File: src/rtl/ascii_to_bcd_stream.sv
// ascii_to_bcd_stream: packs a stream of ASCII decimal characters into packed-BCD words
// Ports: clk, rst_n (async active-low); in_valid/in_ready/in_char character input;
//        out_valid/out_ready with bcd, digit_count, err as the completed-word output.
module ascii_to_bcd_stream #(
  parameter int NDIG = 4,
  parameter logic [7:0] TERM_CHAR = 8'h0D
) (
  input  logic                       clk,
  input  logic                       rst_n,
  input  logic                       in_valid,
  input  logic [7:0]                 in_char,
  output logic                       in_ready,
  output logic                       out_valid,
  input  logic                       out_ready,
  output logic [4*NDIG-1:0]          bcd,
  output logic [$clog2(NDIG+1)-1:0]  digit_count,
  output logic                       err
);
  localparam int CW = $clog2(NDIG + 1);
  typedef enum logic {COLLECT, OUT} state_t;
  state_t state;
  logic is_digit, is_term;
  assign is_digit = (in_char >= 8'h30) && (in_char <= 8'h39);
  assign is_term = (in_char == TERM_CHAR) || (in_char == 8'h20);
  // bcd/digit_count/err double as accumulator, digit count and error-pending flag.
  // An invalid character zeroes bcd and digit_count and later digits are discarded,
  // so an error word always leaves with bcd=0 and digit_count=0.
  always_ff @(posedge clk or negedge rst_n) begin
    if (!rst_n) begin
      state <= COLLECT;
      in_ready <= 1'b1;
      out_valid <= 1'b0;
      bcd <= '0;
      digit_count <= '0;
      err <= 1'b0;
    end else if (state == OUT) begin
      if (out_ready) begin
        state <= COLLECT;
        in_ready <= 1'b1;
        out_valid <= 1'b0;
        bcd <= '0;
        digit_count <= '0;
        err <= 1'b0;
      end
    end else if (in_valid) begin
      if (is_digit) begin
        if (!err) begin
          bcd <= {bcd[4*NDIG-5:0], in_char[3:0]};
          digit_count <= digit_count + 1'b1;
          if (digit_count == CW'(NDIG - 1)) begin
            state <= OUT;
            in_ready <= 1'b0;
            out_valid <= 1'b1;
          end
        end
      end else if (is_term) begin
        // a terminator on an empty, error-free word is ignored to collapse blank runs
        if (digit_count != '0 || err) begin
          state <= OUT;
          in_ready <= 1'b0;
          out_valid <= 1'b1;
        end
      end else begin
        err <= 1'b1;
        bcd <= '0;
        digit_count <= '0;
      end
    end
  end
endmodule

File: config.mk
export PLATFORM = sky130hd
export DESIGN_NAME = ascii_to_bcd_stream
export DESIGN_NICKNAME = d
export VERILOG_FILES = /design/src/rtl/ascii_to_bcd_stream.sv
export SDC_FILE = /design/constraint.sdc
export NUM_CORES = 1
export LEC_CHECK = 0
export BUFFER_PORTS_ARGS = -buffer_cell sky130_fd_sc_hd__buf_2
export CORE_MARGIN = 3
export CORE_UTILIZATION = 52
export DETAILED_ROUTE_END_ITERATION = 6
export PLACE_DENSITY_LB_ADDON = 0.2
export SYNTH_ARGS = -nofsm -noshare
export SYNTH_HDL_FRONTEND = slang
export SYNTH_SLANG_ARGS = --single-unit
File: constraint.sdc
create_clock -name clk -period 3.1 [get_ports clk]
set_clock_uncertainty 0.15 [all_clocks]
set_input_delay 0.465 -clock clk [delete_from_list [all_inputs] [get_ports clk]]
set_output_delay 0.465 -clock clk [all_outputs]
set_load 0.01 [all_outputs]
==> results.md <==
- Along the worst hold path, the cell count comes to 2.
- The number of design rule violations left after detail routing is 0.
- For flop-to-flop paths, the worst setup slack is 1.16 ns.
- The run finished with clean final reports.
- Setup repair after global routing left no endpoint under its margin.
- Setup violations remaining at the end of the flow were counted as 0.
- The synthesized area divided by synthesized cell count is 13.8 sq um.
- The count of warnings emitted by yosys is 0.
- Ranked by instance count, the synthesized netlist is headed by dfrtp_1, a22o_2, inv_1, ha_1.
- The prevailing post-synth register cell is dfrtp_1.
- After detailed routing, the number of vias per cell comes to 5.51.
- Across the VDD grid, the largest voltage drop is 308 uV.
- At the placement stage, the worst setup path has a slack of 0.830 ns.
- Across all hold checks on the routed design, the worst slack comes to around 0.25 ns.
- The multi-input gate area in the final layout is 400 sq um.
- The number of top-level pins is 34.
- Measured against the total synthesized area, the mux share comes to roughly 1.1%.
- The count of state elements after synthesis is 23.
- The number of global-route vias before repair is 733.
- The post-route netlist has 57.8% of its cells at a drive strength greater than 1.
- Buffers inserted during clock tree synthesis total 3.
- CTS built an H-tree with a depth of 1.
- Of the total synthesized cell area, the portion taken by AND, OR, NAND and NOR gates is 9.05%.
- The cell at the root of the clock tree is clkbuf_4.
- From synthesis to final layout, the design area changed by 20.5%.
- The share of the clock period used by the worst path is 62.7%.
- The worst register-to-register path ends at out_valid.
- The worst setup path is captured at a register.
- The number of hold-slack violations in the final timing report is 0.
- The number of pins with negative max-slew slack in the final report is 0.
- Across the run, the number of max-cap violations was 0.
- The kind of start point of the critical path is a register.
- The die covers roughly 2500 sq um.
- The routed design has 2010 microns of wire.
- The initial antenna violation count was 0.
- The y dimension of the die is between 50 and 60 microns.
- No sink is reached through more buffers than the 2 on the longest clock path.
- The slowest stage of the critical path is the and4bb_2 cell.
- In this run, synthesis inferred 0 flip-flops with an integrated enable.
- The maximum number of pins on one net before global-route repair is 24.
- For this run, the top clock speed supported by timing is 514 MHz.
- The power density over cell area is 419 nW/um^2.
- Traced cell by cell, the critical path runs through or2b_2, and4bb_2, and2_1, o31a_1.
- The final net count is 125.
- For this configuration, the core starts out at a cell density of 57.4%.
- The number of hold buffers added after CTS was 1.
- Of all nets on the critical path, the largest fanout is 20.
- The number of antenna diodes in the final layout is 0.
- After synthesis the cells add up to 1020 sq um.
- The synthesized netlist devotes around a quarter of its cell area to compound gates.
- For this run the aggregate overflow at the end of global routing stands at 0.
- Summing the areas of all xor and xnor instances in the mapped netlist gives 0% of the synthesized area.
- At the pin with the least slew margin, the transition time is 0.717 ns.
- The total number of placement rows is 15.
- The final route contains between 700 and 800 vias.
- The setup total negative slack is 0 ns.
- By area, the combinational part of the netlist is dominated by compound AO/OA/AOI/OAI gates.
- CTS saw 23 sinks.
- The end of the worst hold path is bcd[1].
- The instance count of the mapped netlist is 74.
- The worst hold path belongs to the class input port to register.
- The endpoint required time on the critical path is 3.21 ns.
- Data on the critical path arrives at its endpoint at ~2 ns.
- The number of setup buffers added after CTS is 0.
- Clock-pin slew was measured on the worst setup and hold paths at 0.13 ns.
- The horizontal die dimension is 50.4 microns.
- The post-detailed-route count of antenna-violating nets is 0.
- The CTS tree is done.
- The shortest period the worst path allows is 1.94 ns.
- The net count after synthesis is a little under 90.
- The routed wire length per instance is 15.0 microns.
- The estimated wirelength of the detail-placed design is approximately 1400 microns.
- The static leakage is 0.676 nW.
- The region available for standard cell placement spans approximately 1800 sq um.
- Across the whole layout, storage elements account for 577 sq um.
- The fraction of registers with async set or reset after synthesis is 100%.
- The first routing iteration left 10 violations.
- The worst setup slack after layout is 1.16 ns.
- The synthesized netlist devotes 3.67% of its cell area to adder and majority cells.
- The wire length of the first global-routing pass is 3380 microns.
- The count of buffers added on input and output ports is 33.
- By area the synthesized netlist is led by dfrtp_1, a22o_2, ha_1.
- The routability congestion estimate is 0.738.
- The fraction of post-synthesis cell area in the top cell type by area is a little over half.
- The global routing usage summed across all routing layers is 18.0%.
- Gates resized during post-CTS repair numbered 0.
- The count of cell types in the netlist is 26.
- The number of cells traversed by the worst register-to-register path is 4.
- By instance count, the leading cell after synthesis is dfrtp_1.
- After filler insertion, the fill cell instance count of the layout stands at about 140.
- The cell type contributing the most total cell area after synthesis is dfrtp_1.
- The post-synthesis sequential area ratio is 56.4%.
- Measured against its own limit, the worst slew margin works out to 52.2%.
- Before antenna repair, the detailed router went through 4 iterations.
- The startpoint identified for the worst register-to-register timing path is state.
- The later-pin clock latency in the skew report is slightly above 0.3 ns.
- The critical path class is register to register.
- In this run the most critical hold path is launched from in_char[1].
- The delay of the slowest critical-path stage is roughly 0.56 ns.
## sequential cells by signal, summed over array words and instances, names as in the netlist
| name | flops |
|---|---|
| bcd | 16 |
| digit_count | 3 |
| err | 1 |
| in_ready | 1 |
| out_valid | 1 |
| state | 1 |
## worst max path at each step
stage	cells past startpoint	slack (ns)	start	to
floorplan	5	1.29	in_char[0]	bcd[13]
global placement	5	0.87	in_char[0]	digit_count[0]
detailed placement	5	0.83	in_char[0]	digit_count[0]
CTS	4	1.15	state	out_valid
global route	5	1.02	in_char[0]	digit_count[0]
finish	4	1.16	state	out_valid
## cell type report
type	instances	share of cell area, %
Clock buffer	3	1.83
Clock inverter	1	0.406
Inverter	6	1.83
Multi-Input combinational cell	42	32.5
Sequential cell	23	46.8
Tap cell	25	2.54
Timing Repair Buffer	34	14.2
## worst max-delay path: cells and delay by family (launching register included)
kind               cells  cell delay [ns]
DFF                    1             0.46
and+or+nand+nor        3             1.15
AOI/OAI and AO/OA      1             0.13
## cell usage in the layout, fill, tap and decap left out
cell type and count:
clkinv_2 1, a31oi_1 1, o21ai_0 1, inv_1 6, mux2_2 1, a22o_2 19
nor4b_1 1, dfstp_2 1, o31a_1 1, clkbuf_4 3, nor3_1 1, and4b_2 1
a211o_1 1, buf_2 33, or2b_2 1, nor3b_1 1, nor4_1 1, nand2_1 1
dlygate4sd3_1 1, o32ai_4 1, o21ai_1 1, ha_1 3, o31ai_1 1, and2_1 2
nor2_1 1, dfrtp_1 22, and4bb_2 2
## layer usage
metal / global-route usage (%) / wire, microns
met1: 24.4 / 953
met2: 27.4 / 926
met3: 2.97 / 111
met4: 9.42 / 17
met5: 0 / 0
## metrics by stage
| stage | instances | util (%) | instance area [sq um] | total power, mW |
|---|---|---|---|---|
| after CTS | 134 | 69.2 | 1230 | 0.521 |
| after floorplan | 74 | - | 1020 | 0.361 |
| after detailed placement | 129 | 67.1 | 1200 | 0.385 |
| after global routing | 134 | 69.2 | 1230 | 0.541 |
| final | 134 | 69.2 | 1230 | 0.518 |
| after global placement | 129 | 67.1 | 1200 | 0.383 |
## kinds of logic (layout without fill, tap and decap cells)
kind of cell	after synthesis	count (layout)
AOI/OAI and AO/OA	26	26
DFF	23	23
and+or+nand+nor	12	12
buffers and inverters	9	44
adders and majority gates	3	3
muxes	1	1
## report_power, final
| group | switching (mW) | internal [mW] | total (mW) | leakage (nW) |
|---|---|---|---|---|
| Clock | 0.0903 | 0.0482 | 0.139 | 0.0177 |
| Sequential | 0.00716 | 0.309 | 0.316 | 0.312 |
| Combinational | 0.0369 | 0.0258 | 0.0627 | 0.346 |
| Total | 0.134 | 0.383 | 0.518 | 0.676 |
(Power assumes the default switching activity.)
